===== src/rtl/pipeline_hazard_ctrl.sv =====
// pipeline_hazard_ctrl
// Stall/flush/forward controller for the classic 5-stage pipeline.
// Handles data-memory stalls, HALT, redirects, load-use hazards and
// instruction-fetch misses. It drives the PC enable, the four latch
// enables and flushes, and the EX-stage forwarding selects.
// Optional build macro: HAZARD_STALL_CNT_EN adds saturating stall
// counters (cnt_mem, cnt_lu, cnt_if) of width CNT_W.
module pipeline_hazard_ctrl #(
  parameter int REG_AW       = 5,
  parameter int BRANCH_STAGE = 1,
  parameter int CNT_W        = 16
) (
  input  logic              CLK,
  input  logic              nRST,
  input  logic              ihit,
  input  logic              dhit,
  input  logic [REG_AW-1:0] id_rs,
  input  logic [REG_AW-1:0] id_rt,
  input  logic              id_uses_rs,
  input  logic              id_uses_rt,
  input  logic [REG_AW-1:0] ex_rs,
  input  logic [REG_AW-1:0] ex_rt,
  input  logic [REG_AW-1:0] ex_wsel,
  input  logic              ex_regwen,
  input  logic              ex_memread,
  input  logic [REG_AW-1:0] mem_wsel,
  input  logic              mem_regwen,
  input  logic              mem_dmemop,
  input  logic              mem_halt,
  input  logic [REG_AW-1:0] wb_wsel,
  input  logic              wb_regwen,
  input  logic              redirect,
  output logic              pc_en,
  output logic              imemREN,
  output logic              ifid_en,
  output logic              ifid_flush,
  output logic              idex_en,
  output logic              idex_flush,
  output logic              exmem_en,
  output logic              exmem_flush,
  output logic              memwb_en,
  output logic [1:0]        fwd_a,
  output logic [1:0]        fwd_b,
  output logic              halt,
  output logic [1:0]        state
`ifdef HAZARD_STALL_CNT_EN
  ,
  output logic [CNT_W-1:0]  cnt_mem,
  output logic [CNT_W-1:0]  cnt_lu,
  output logic [CNT_W-1:0]  cnt_if
`endif
);

  typedef enum logic [1:0] {
    ST_RUN    = 2'b00,
    ST_DWAIT  = 2'b01,
    ST_HALTED = 2'b10
  } state_t;

  // Which hazard rule governs the current cycle, highest priority first.
  typedef enum logic [2:0] {
    R_MSTALL,
    R_HALT,
    R_REDIRECT,
    R_LOADUSE,
    R_IMISS,
    R_NONE
  } rule_t;

  state_t cur_state;
  state_t nxt_state;
  rule_t  rule;

  logic mstall;
  logic load_use;
  logic lu_rs_match;
  logic lu_rt_match;

  assign state = cur_state;

  // Only a real load to a non-zero register can create a load-use bubble.
  assign mstall      = mem_dmemop & ~dhit;
  assign lu_rs_match = id_uses_rs & (id_rs == ex_wsel);
  assign lu_rt_match = id_uses_rt & (id_rt == ex_wsel);
  assign load_use    = ex_memread & ex_regwen & (ex_wsel != '0) &
                       (lu_rs_match | lu_rt_match);

  // Forwarding select: the younger MEM result beats the older WB result.
  function automatic logic [1:0] fwd_sel(
    input logic [REG_AW-1:0] src,
    input logic [REG_AW-1:0] m_wsel,
    input logic              m_wen,
    input logic [REG_AW-1:0] w_wsel,
    input logic              w_wen
  );
    logic [1:0] sel;
    sel = 2'b00;
    if (m_wen && (m_wsel != '0) && (m_wsel == src)) begin
      sel = 2'b01;
    end else if (w_wen && (w_wsel != '0) && (w_wsel == src)) begin
      sel = 2'b10;
    end
    return sel;
  endfunction

  // Forwarding stays active in every state, including HALTED.
  always_comb begin
    fwd_a = fwd_sel(ex_rs, mem_wsel, mem_regwen, wb_wsel, wb_regwen);
    fwd_b = fwd_sel(ex_rt, mem_wsel, mem_regwen, wb_wsel, wb_regwen);
  end

  // Pick the single governing hazard rule by priority.
  always_comb begin
    rule = R_NONE;
    if (mstall) begin
      rule = R_MSTALL;
    end else if (mem_halt) begin
      rule = R_HALT;
    end else if (redirect) begin
      rule = R_REDIRECT;
    end else if (load_use) begin
      rule = R_LOADUSE;
    end else if (!ihit) begin
      rule = R_IMISS;
    end
  end

  // State register; reset forces RUN immediately, even mid-stall or halted.
  always_ff @(posedge CLK or negedge nRST) begin
    if (!nRST) begin
      cur_state <= ST_RUN;
    end else begin
      cur_state <= nxt_state;
    end
  end

  // Sticky halt flag, set as the FSM enters HALTED and cleared only by reset.
  always_ff @(posedge CLK or negedge nRST) begin
    if (!nRST) begin
      halt <= 1'b0;
    end else if (nxt_state == ST_HALTED) begin
      halt <= 1'b1;
    end
  end

  // Next-state and latch control; a flushed latch also keeps its enable high.
  always_comb begin
    nxt_state   = ST_RUN;
    pc_en       = 1'b1;
    imemREN     = 1'b1;
    ifid_en     = 1'b1;
    ifid_flush  = 1'b0;
    idex_en     = 1'b1;
    idex_flush  = 1'b0;
    exmem_en    = 1'b1;
    exmem_flush = 1'b0;
    memwb_en    = 1'b1;
    if (cur_state == ST_HALTED) begin
      nxt_state = ST_HALTED;
      pc_en     = 1'b0;
      imemREN   = 1'b0;
      ifid_en   = 1'b0;
      idex_en   = 1'b0;
      exmem_en  = 1'b0;
      memwb_en  = 1'b0;
    end else begin
      unique case (rule)
        R_MSTALL: begin
          nxt_state = ST_DWAIT;
          pc_en     = 1'b0;
          ifid_en   = 1'b0;
          idex_en   = 1'b0;
          exmem_en  = 1'b0;
          memwb_en  = 1'b0;
        end
        R_HALT: begin
          nxt_state   = ST_HALTED;
          pc_en       = 1'b0;
          ifid_flush  = 1'b1;
          idex_flush  = 1'b1;
          exmem_flush = 1'b1;
        end
        R_REDIRECT: begin
          ifid_flush  = 1'b1;
          idex_flush  = 1'b1;
          exmem_flush = (BRANCH_STAGE == 2);
        end
        R_LOADUSE: begin
          pc_en      = 1'b0;
          ifid_en    = 1'b0;
          idex_flush = 1'b1;
        end
        R_IMISS: begin
          pc_en      = 1'b0;
          ifid_flush = 1'b1;
        end
        default: begin
        end
      endcase
    end
  end

`ifdef HAZARD_STALL_CNT_EN
  // Saturating stall counters; they stop counting once the pipe is halted.
  always_ff @(posedge CLK or negedge nRST) begin
    if (!nRST) begin
      cnt_mem <= '0;
      cnt_lu  <= '0;
      cnt_if  <= '0;
    end else if (cur_state != ST_HALTED) begin
      if ((rule == R_MSTALL) && (cnt_mem != '1)) begin
        cnt_mem <= cnt_mem + 1'b1;
      end
      if ((rule == R_LOADUSE) && (cnt_lu != '1)) begin
        cnt_lu <= cnt_lu + 1'b1;
      end
      if ((rule == R_IMISS) && (cnt_if != '1)) begin
        cnt_if <= cnt_if + 1'b1;
      end
    end
  end
`else
  logic cnt_w_unused;
  assign cnt_w_unused = (CNT_W > 0);
`endif

endmodule


===== config.mk =====
export PLATFORM = sky130hd
export DESIGN_NAME = pipeline_hazard_ctrl
export DESIGN_NICKNAME = d
export VERILOG_FILES = /design/src/rtl/pipeline_hazard_ctrl.sv
export SDC_FILE = /design/constraint.sdc
export NUM_CORES = 1
export LEC_CHECK = 0
export ABC_AREA = 1
export BUFFER_PORTS_ARGS = -buffer_cell sky130_fd_sc_hd__buf_2
export CORE_UTILIZATION = 40
export CTS_CLUSTER_DIAMETER = 120
export CTS_CLUSTER_SIZE = 30
export DETAILED_ROUTE_END_ITERATION = 16
export GPL_ROUTABILITY_DRIVEN = 0
export MAX_ROUTING_LAYER = met4
export PLACE_DENSITY = 0.86
export SYNTH_ARGS = -nofsm -noshare
export SYNTH_HDL_FRONTEND = slang
export SYNTH_SLANG_ARGS = --single-unit

===== constraint.sdc =====
create_clock -name CLK -period 2 [get_ports CLK]
set_clock_uncertainty 0.05 [all_clocks]
set_input_delay 0.3 -clock CLK [delete_from_list [all_inputs] [get_ports CLK]]
set_output_delay 0.3 -clock CLK [all_outputs]
set_load 0.005 [all_outputs]

Yosys cells after proc, flatten, opt, wreduce, memory -nomap -nowiden

Cells that the tools add are included.

Bits in registers: 3
Bits of input ports: 48
Output and inout bits: 16
Word-level logic and storage cells: 60

Eq/ne operators: 12
Muxes and demuxes: 24
Bitwise operators: 8
Reductions and logical operators: 14

Operator list:

| cell                                                            | number |
|---|---|
| 5-bit == test                                                   | 6 |
| 5-bit nonzero test                                              | 3 |
| 1-bit two-way mux                                               | 14 |
| 3-bit two-way mux                                               | 4 |
| 2-bit two-way mux                                               | 5 |
| 1-bit AND                                                       | 6 |
| 3-bit by 2-bit == test with 1-bit output, second input constant | 2 |
| 1-bit logical AND                                               | 6 |
| 3-bit OR reduction                                              | 2 |
| 2-bit == test, second input constant                            | 2 |
| 2-bit case mux with 2 select lines                              | 1 |
| 4-bit OR reduction                                              | 1 |
| 3-bit by 1-bit == test with 1-bit output, second input constant | 1 |
| 3-bit == test, second input constant                            | 1 |
| 3-bit logical NOT                                               | 1 |
| 2-bit OR reduction                                              | 1 |
| 1-bit NOT                                                       | 1 |
| 1-bit bitwise OR                                                | 1 |

Logic depth before layout (Yosys ltp)

Gate-level depths: netlist of the first run.

Depth in word-level cells: 12
Gate-level depth with buffers: 13
Mapped depth without buffers: 13

Worst setup path after synthesis of the first run

No wires, ideal clock.

Kind: flip-flop to output port
From: register cur_state[0], in the netlist state[0]
To: output port pc_en
Arrival time: 1.056 ns
Required time: 1.650 ns
Setup slack: 0.594 ns
Cell stages (with the launch flop): 9
Path buffers: 0
Path through: dfrtp_1 > nor2_1 > inv_2 > nand2_1 > inv_1 > nand2_1 > o21ai_1 > nand2_1 > inv_1

Word-level cells in the longest chain between the ends: 2

RTL lines:

| what                     | RTL line | RTL |
|---|---|---|
| start: declaration       | 70       | `state_t cur_state;` |
| start signal: assignment | 133      | `cur_state <= nxt_state;` |
| 2-bit == test            | 158      | `if (cur_state == ST_HALTED) begin` |
| 1-bit two-way mux        | 158      |  |
| end: declaration         | 33       | `output logic pc_en,` |

Every way passes these cells.

Worst setup path in the final report of the first run

Same ends and word-level chain as after synthesis.

==> out/results.txt, run 1 <==
Met3 Use GR - 0%
Clock Path Buffers - 2
Die area - 2010 µm²
DRC viols - 2
Vias in the first global route - 816
Reg2reg start - state[1]
CP startpoint kind - register
Iteration-0 DRC count of the detailed router - 13
Cell Rows - 15
Synthesis warning total - 0
#FFs+latches synth - 3
CP required - 1.65 ns
Placed Cells - 213
Crit path DAT - 1.42 ns
I/O pin count - 64
Commonest non-fill, non-tap cell in the layout - buf_2
Final setup viols - 0
Die X-Extent - 44.9 µm
R2R setup slack - 0.97 ns
CTS Buf Count - 3
Max Fclk - 564 MHz
Worst-margin pin slew - 0.384 ns
Worst min path class - primary input to register
Final cell count without fillers - 218
Critical path type - register to output pin
Max Cap Viol - 0
Average size of a mapped cell - 5.79 µm²
Pwr dens - 301 nW/µm²
CTS tree - done
Synthesized area - 736 µm²
CTS sink cnt - 3
Most frequent cells in the layout - buf_2 (63), nand2_1 (34), inv_1 (17)
Ant. Diodes - 0
Post-CTS sizing - 0
Congestion Overflow GR - 0
Tcrit/Tclk final - 88.7%
Max-slew headroom - 74.2%
Die height - 44.9 µm
Nets - 242
Worst setup EP type - output pin
Setup TNS Final - 0 ns
Synth-to-Final Area Change - 50.0%
RSZ-0062 raised after global routing - no
Crit path max fanout - 5
Reg2reg path depth - 5
Peak supply drop - 0.143 mV
Crit path time final - 1.77 ns
Layout cells sized above 1 - 42.0%
Core Footprint - 1730 µm²
Largest net degree at the start of global routing - 6
Worst-Skew Late Latency - 0.23 ns
Register area - 75.1 µm²
Footprint of the multi-input gates - 527 µm²
M1 GR Usage - 21.1%
Worst Setup SP - state[0]
Clk slew on worst S/H paths - 0.04 ns
Detailed-placement wirelength estimate - 1830 µm
Filler instances - 173
Endpoints failing hold - 0
Leak pwr - 0.704 nW
Routed wire per std cell - 9.35 µm
Total GRT Usage - 20.7%
Initial antenna violation count - 0
Sequential-to-total area share from yosys stat - 10.2%
Status - complete, but fails checks
CTS Root Cell - clkbuf_4
Grt met2 use - 41.8%
Failing checks - design-rule violations
Drt total wl - 2040 µm
H-tree depth - 1
Syn_nets - 175
Starting density of the core - 42.6%
Syn Inst Count - 127
Port bufs - 63
Global-route wire length before repair - 3020 µm
Via count - 981
Via/cell ratio - 4.50
Detail Route Antenna Nets - 0
Worst reg2reg endpoint - halt
Netlist cell types - 25
GR peak layer - met2
DR pass1 iterations - 10
Final Max Tran Viols - 0
Worst setup path end - pc_en
## critical path, cell delays in order, from the launching register on
cell and delay, ns:
dfrtp_1 0.37, nor2_1 0.20, inv_2 0.05, nand2_1 0.13, inv_1 0.09, nand2_1 0.09
o21ai_1 0.06, nand2_1 0.06, inv_1 0.03, buf_2 0.11
## area by class of cell
class	count	area share [%]
clock buffers	4	2.38
inverters	27	10.8
multi-input cells	95	47.7
flip-flops and latches	3	6.80
well taps	25	2.83
repair buffers	64	29.5
## worst min path at each step
| stage | startpoint | endpoint | slack [ns] | cells past startpoint |
|---|---|---|---|---|
| 5_1_grt | mem_halt | state[1] | 0.30 | 3 |
| 2_1_floorplan | nRST | halt | -0.05 | 0 |
| 3_3_place_gp | nRST | halt | 0.05 | 1 |
| 4_1_cts | dhit | state[0] | 0.28 | 4 |
| 3_5_place_dp | nRST | state[1] | 0.05 | 1 |
| 6_report | dhit | state[0] | 0.30 | 4 |
## cells by family (layout without fill, tap and decap cells)
family                    Yosys count  after routing  share of synthesized area, %
AOI/OAI and AO/OA                   7              7                          7.14
and+or+nand+nor                    68             68                          40.6
xor gates and xnor gates           20             20                          23.8
buffers and inverters              29             95                          18.2
DFF                                 3              3                          10.2
## cell usage after synthesis
| master | n | area share [%] |
|---|---|---|
| inv_1 | 17 | 8.7 |
| nand3_1 | 6 | 4.1 |
| o41ai_2 | 1 | 2.2 |
| nor2_1 | 14 | 7.1 |
| or2_0 | 1 | 0.85 |
| dfrtp_1 | 3 | 10 |
| nand2_1 | 34 | 17 |
| o41ai_1 | 1 | 1.2 |
| nor4_1 | 2 | 1.7 |
| or2_1 | 2 | 1.7 |
| inv_4 | 1 | 0.85 |
| clkinv_2 | 1 | 0.68 |
| a31oi_1 | 2 | 1.7 |
| o21ai_1 | 1 | 0.68 |
| nor2_2 | 1 | 0.85 |
| a21oi_1 | 2 | 1.4 |
| xor2_1 | 10 | 12 |
| xnor2_1 | 10 | 12 |
| buf_4 | 2 | 2.0 |
| nand3_2 | 1 | 1.4 |
| inv_2 | 7 | 3.6 |
| bufinv_8 | 1 | 2.4 |
| nand2_2 | 2 | 1.7 |
| nand4_1 | 3 | 2.6 |
| nor3_1 | 2 | 1.4 |
## report_power, final
part / internal (mW) / switching (mW) / total, mW
Sequential: 0.0611 / 0.0000298 / 0.0611
Clock: 0.0747 / 0.0298 / 0.104
Combinational: 0.0827 / 0.0840 / 0.167
Total: 0.219 / 0.114 / 0.332
## flip-flops by register name, summed over array words and instances, names as in the netlist
| name | flops |
|---|---|
| state | 2 |
| halt | 1 |
## routing by layer
layer | share of wire, % | up-vias
met5 | 0 | -
met4 | 0 | 0
met3 | 5.9 | 0
met2 | 54 | 48
met1 | 40 | 414
li1 | - | 519
## through the flow
stage / hold WS [ns] / instance area (µm²) / worst slack, ns / total power [mW] / util, %
floorplan: -0.0456 / 736 / 0.594 / 0.145 / -
global placement: 0.0454 / 1070 / 0.358 / 0.219 / 61.8
detailed placement: 0.0531 / 1070 / 0.315 / 0.227 / 61.8
CTS: 0.283 / 1100 / 0.209 / 0.337 / 63.9
global route: 0.302 / 1100 / 0.0581 / 0.366 / 63.9
finish: 0.298 / 1100 / 0.227 / 0.332 / 63.9
## what timing repair did
action | CTS | global route
endpoints found under the hold margin | 3 | 0
buffers inserted | 0 | 0
hold buffers | 1 | 0
Note: power is estimated with default switching activity, not from simulation.
==> run 2, diff against run 1 <==
--- a/config.mk
+++ b/config.mk
@@ -5,15 +5,14 @@
 export SDC_FILE = /design/constraint.sdc
 export NUM_CORES = 1
 export LEC_CHECK = 0
-export ABC_AREA = 1
 export BUFFER_PORTS_ARGS = -buffer_cell sky130_fd_sc_hd__buf_2
-export CORE_UTILIZATION = 40
+export CORE_UTILIZATION = 37
 export CTS_CLUSTER_DIAMETER = 120
 export CTS_CLUSTER_SIZE = 30
 export DETAILED_ROUTE_END_ITERATION = 16
 export GPL_ROUTABILITY_DRIVEN = 0
 export MAX_ROUTING_LAYER = met4
-export PLACE_DENSITY = 0.86
+export PLACE_DENSITY = 0.87
 export SYNTH_ARGS = -nofsm -noshare
 export SYNTH_HDL_FRONTEND = slang
 export SYNTH_SLANG_ARGS = --single-unit
==> constraint.sdc (replaced) <==
create_clock -name CLK -period 2.25 [get_ports CLK]
set_clock_uncertainty 0.05 [all_clocks]
set_input_delay 0.3375 -clock CLK [delete_from_list [all_inputs] [get_ports CLK]]
set_output_delay 0.3375 -clock CLK [all_outputs]
set_load 0.005 [all_outputs]
==> run 2 against run 1 <==
Effect of this change:
- the run now ends clean
- worst hold slack better by 0.042 ns
- worst setup slack worse by 0.013 ns
- largest cell class unchanged
- total power is 18% lower
- global-route usage is 1.4 points lower
- core utilization is 0.79 points lower
- sequential power is 11% lower
- highest routed layer is now met4
- critical path depth is 3 lower
- sequential cell count stayed put
==> out/results.txt, run 2 <==
Peak supply drop - 0.180 mV
Starting density of the core - 39.5%
Detailed-placement wirelength estimate - 1500 µm
Worst min path class - primary input to register
Crit path max fanout - 3
Max incr delay on CP - 0.53 ns
Post-CTS sizing - 0
CTS Buf Count - 3
Ant. Diodes - 0
Die height - 42.1 µm
Synth area leaders - xnor2_1 (24%), xor2_1 (21%), dfrtp_1 (13%)
Crit path DAT - 1.65 ns
Nets - 189
Congestion Overflow GR - 0
Via/cell ratio - 4.96
H-tree depth - 1
CP startpoint kind - primary input
Detail Route Antenna Nets - 0
Synth-to-Final Area Change - 60.0%
Post-synth EDFFs - 0
Port bufs - 63
Die X-Extent - 42.1 µm
Average size of a mapped cell - 8.03 µm²
Die area - 1770 µm²
Max-slew headroom - 65.9%
Final setup viols - 0
CTS tree - done
Syn Inst Count - 74
DRC viols - 0
Layout cells sized above 1 - 51.4%
Syn_nets - 122
RSZ-0062 raised after global routing - no
Largest register FFs - 2
Synthesis warning total - 0
CTS Root Cell - clkbuf_4
Filler instances - 144
I/O pin count - 64
Routed wire per std cell - 10.7 µm
Endpoints failing hold - 0
#FFs+latches synth - 3
Worst-margin pin slew - 0.506 ns
DR pass1 iterations - 1
CP max-delay cell - or4_4
Cell Rows - 14
Leak pwr - 0.486 nW
Synthesized area - 594 µm²
Most frequent cells in the layout - buf_2 (63), xnor2_1 (16), xor2_1 (14)
CTS sink cnt - 3
Placed Cells - 151
Final cell count without fillers - 156
Global-route wire length before repair - 2650 µm
CP required - 1.86 ns
Core Footprint - 1510 µm²
Yosys top cell by area - xnor2_1
Critical path type - primary input to output pin
Tcrit/Tclk final - 90.5%
Worst-Skew Late Latency - 0.23 ns
Vias in the first global route - 707
Netlist cell types - 24
Yosys top cell area share - 23.6%
Max Cap Viol - 0
Total GRT Usage - 19.3%
Post-CTS Setup Bufs - 0
Commonest non-fill, non-tap cell in the layout - buf_2
Largest net degree at the start of global routing - 6
Top FF cell, synth - dfrtp_1
Async set-reset flop share out of synthesis - 100%
Max Fclk - 491 MHz
Sequential-to-total area share from yosys stat - 12.6%
Clock Path Buffers - 2
Crit path time final - 2.04 ns
Via count - 774
Worst-path cell chain - buf_2, or4_4, o21ai_2, nor4_1, nor4_2, buf_2
Setup TNS Final - 0 ns
Commonest cells post-synth - xnor2_1 (16), xor2_1 (14), nand2_1 (7)
Worst setup EP type - output pin
Final Max Tran Viols - 0
Clk slew on worst S/H paths - 0.04 ns
Top cell by count, worst path - buf_2
Status - finished, final reports clean
Iteration-0 DRC count of the detailed router - 0
Initial antenna violation count - 0
Drt total wl - 1670 µm
Count leader, synth - xnor2_1
CTS Hold Bufs - 1
Pwr dens - 287 nW/µm²
-- run 2: cell types whose count changed after synthesis, moves of 6 or more --
cell,delta
xnor2_1,+6
inv_1,-16
nand2_1,-27
inv_2,-7
nor2_1,-11
-- run 2: cell families after synthesis --
family                    share of synthesized area, %
and+or+nand+nor                                   29.7
xor gates and xnor gates                          44.2
buffers and inverters                             3.16
AOI/OAI and AO/OA                                 10.3
DFF                                               12.6
-- run 2: path summary, 6_finish.rpt --
| path | to | cells after the start | slack [ns] | start |
|---|---|---|---|---|
| max in group asynchronous | state[0] | 2 | 1.65 | nRST |
| min | state[1] | 3 | 0.34 | mem_halt |
| max | fwd_b[1] | 6 | 0.21 | mem_wsel[1] |
| max reg2reg | halt | 3 | 1.21 | state[0] |
| min in group asynchronous | halt | 2 | 0.39 | nRST |
| min reg2reg | halt | 1 | 0.40 | halt |
-- run 2: worst max-delay path, delay by kind of cell --
kind	cells	cell delay, ns
buf+inv	2	0.28
compound gates	1	0.15
simple gates	3	0.89
-- run 2: final cells by class --
class	instances	area (µm²)	share of cell area [%]
multi-input combinational	68	500	52.6
timing repair buffer	64	325	34.2
sequential	3	75.1	7.89
clock buffer	4	26.3	2.76
tap	16	20.0	2.11
inverter	1	3.75	0.395
-- run 2: metrics by stage --
step	hold slack (ns)	worst slack, ns	area (µm²)	utilization, %	power, mW
5_1_grt	0.359	0.122	951	63.1	0.291
3_5_place_dp	0.0870	0.206	915	60.7	0.181
3_3_place_gp	0.0849	0.196	915	60.7	0.176
2_1_floorplan	-0.00809	0.501	594	-	0.111
6_report	0.340	0.214	951	63.1	0.273
4_1_cts	0.339	0.205	951	63.1	0.279
-- run 2: report_power, final --
group	total [mW]	leakage [nW]	switching [mW]	internal (mW)
sequential	0.0543	0.0315	0	0.0543
combinational	0.127	0.440	0.0589	0.0679
clock	0.0920	0.0150	0.0256	0.0663
-- run 2: routing by layer --
layer	track usage (%)	vias up	routed length (µm)	share of wire [%]
met3	3.88	2	194	12
met5	-	-	0	0
li1	-	391	-	-
met2	36.9	54	859	51
met1	19.6	327	600	36
met4	5.63	0	17	1.0
==> run 3, diff against run 2 <==
--- a/config.mk
+++ b/config.mk
@@ -11,8 +11,9 @@
 export CTS_CLUSTER_SIZE = 30
 export DETAILED_ROUTE_END_ITERATION = 16
 export GPL_ROUTABILITY_DRIVEN = 0
+export GPL_TIMING_DRIVEN = 0
 export MAX_ROUTING_LAYER = met4
-export PLACE_DENSITY = 0.87
+export PLACE_DENSITY = 0.92
 export SYNTH_ARGS = -nofsm -noshare
 export SYNTH_HDL_FRONTEND = slang
 export SYNTH_SLANG_ARGS = --single-unit
==> run 3 against run 2 <==
Effect of this change:
- count of clock-buffer cells in the layout unchanged
- largest cell class unchanged
- via count increased by 2.5%
- worst setup slack improved by 0.0027 ns
- cell area increased by 1.6%
- core utilization up 1.0 points
- final cell count grew 1.3%
- critical path type unchanged
==> out/results.txt, run 3 (synthesis results as in run 2) <==
Status - finished, final reports clean
Initial antenna violation count - 0
Crit path DAT - 1.65 ns
Worst-Skew Late Latency - 0.22 ns
Footprint of the multi-input gates - 500 µm²
Max-slew headroom - 67.1%
Largest register FFs - 2
Worst setup EP type - output pin
Largest net degree at the start of global routing - 6
Endpoints failing hold - 0
H-tree depth - 1
Max incr delay on CP - 0.53 ns
Routed wl met3 - 204 µm
CP max-delay cell - or4_4
Top layer in use - met4
Reg2reg start - state[1]
Die X-Extent - 42.1 µm
Pwr dens - 281 nW/µm²
Max Cap Viol - 0
DRC viols - 0
Vias in the first global route - 717
R2R setup slack - 1.21 ns
Max Fclk - 492 MHz
Hold EP - state[0]
I/O pin count - 64
Die area - 1770 µm²
Tot Pwr - 0.271 mW
Via/cell ratio - 5.02
Top cell by count, worst path - buf_2
Iteration-0 DRC count of the detailed router - 9
Total GRT Usage - 20.0%
Global-route wire length before repair - 2710 µm
Starting density of the core - 39.5%
Nets - 191
CTS sink cnt - 3
Most frequent cells in the layout - buf_2 (63), xnor2_1 (16), xor2_1 (14)
Critical path type - primary input to output pin
Hold Crit Start - mem_dmemop
Cell Rows - 14
Tcrit/Tclk final - 90.4%
Metal1 wirelength - 594 µm
Worst-path cell chain - buf_2, or4_4, o21ai_2, nor4_1, nor4_2, buf_2
Delay-heaviest family, CP - simple AND/OR/NAND/NOR gates
Port bufs - 63
Setup TNS Final - 0 ns
Hold Path Cell Cnt - 3
Clk slew on worst S/H paths - 0.03 ns
Peak supply drop - 0.191 mV
CTS tree - done
Clock Path Buffers - 2
DR pass1 iterations - 4
Die height - 42.1 µm
Worst-margin pin slew - 0.489 ns
Worst hold slack - 0.379 ns
Layout cells sized above 1 - 52.1%
Filler instances - 135
Reg2reg path depth - 3
Worst min path class - primary input to register
CTS Root Cell - clkbuf_4
CTS Buf Count - 3
Final setup viols - 0
Final Max Tran Viols - 0
Met2 WL post-DR - 898 µm
CP required - 1.86 ns
CP startpoint kind - primary input
Post-CTS Setup Bufs - 0
Detailed-placement wirelength estimate - 1490 µm
WP buf/inv - 2
Routed wire per std cell - 10.8 µm
Commonest non-fill, non-tap cell in the layout - buf_2
Via count - 793
Crit path time final - 2.03 ns
Core Footprint - 1510 µm²
Congestion Overflow GR - 0
Leak pwr - 0.497 nW
Drt total wl - 1710 µm
Ant. Diodes - 0
RSZ-0062 raised after global routing - no
Detail Route Antenna Nets - 0
Register area - 75.1 µm²
Synth-to-Final Area Change - 62.5%
Worst reg2reg endpoint - halt
Crit path max fanout - 3
-- run 3: changes by cell type in the layout (fill, tap and decap cells not counted) --
| cell | change |
|---|---|
| buf_4 | +2 |
-- run 3: worst max-delay path by stage --
stage / to / slack, ns / startpoint / cells past startpoint
final: fwd_a[1] / 0.22 / mem_wsel[1] / 6
after global routing: fwd_a[1] / 0.14 / mem_wsel[1] / 6
after CTS: fwd_a[1] / 0.20 / mem_wsel[1] / 6
after detailed placement: fwd_a[1] / 0.20 / mem_wsel[1] / 6
after global placement: idex_flush / 0.25 / ex_wsel[0] / 6
after floorplan: fwd_a[1] / 0.50 / mem_wsel[1] / 4
-- run 3: where the power goes --
group | internal, mW | switching (mW)
clock | 0.0663 | 0.0250
combinational | 0.0679 | 0.0580
sequential | 0.0543 | 0
total | 0.188 | 0.0830
-- run 3: layout make-up --
cell class	instances	area share [%]
tap	16	2.07
timing repair buffer	64	33.7
multi-input combinational	68	51.8
buffer	2	1.55
sequential	3	7.77
inverter	1	0.389
clock buffer	4	2.72
-- run 3: what timing repair did --
| item | CTS | global route |
|---|---|---|
| gates resized for setup | 0 | 0 |
| hold buffers | 1 | 0 |
| hold endpoints to repair | 3 | 0 |
-- run 3: per-layer routing --
metal / vias up / GRT usage [%]
li1: 394 / -
met5: - / -
met3: 2 / 6.03
met4: 0 / 5.63
met2: 53 / 40.0
met1: 344 / 17.8
-- run 3: per-stage QoR --
| stage | utilization, % | std cells | instance area (µm²) | worst slack [ns] |
|---|---|---|---|---|
| after floorplan | - | 74 | 594 | 0.501 |
| after global placement | 61.7 | 153 | 930 | 0.247 |
| after detailed placement | 61.7 | 153 | 930 | 0.197 |
| after CTS | 64.1 | 158 | 966 | 0.196 |
| after global routing | 64.1 | 158 | 966 | 0.144 |
| final | 64.1 | 158 | 966 | 0.216 |
-- run 3: worst reg2reg max path, stage by stage, from the launching register on --
cell	delay (ns)
dfrtp_1	0.37
nand2b_1	0.13
nand2_1	0.09
or2_2	0.27
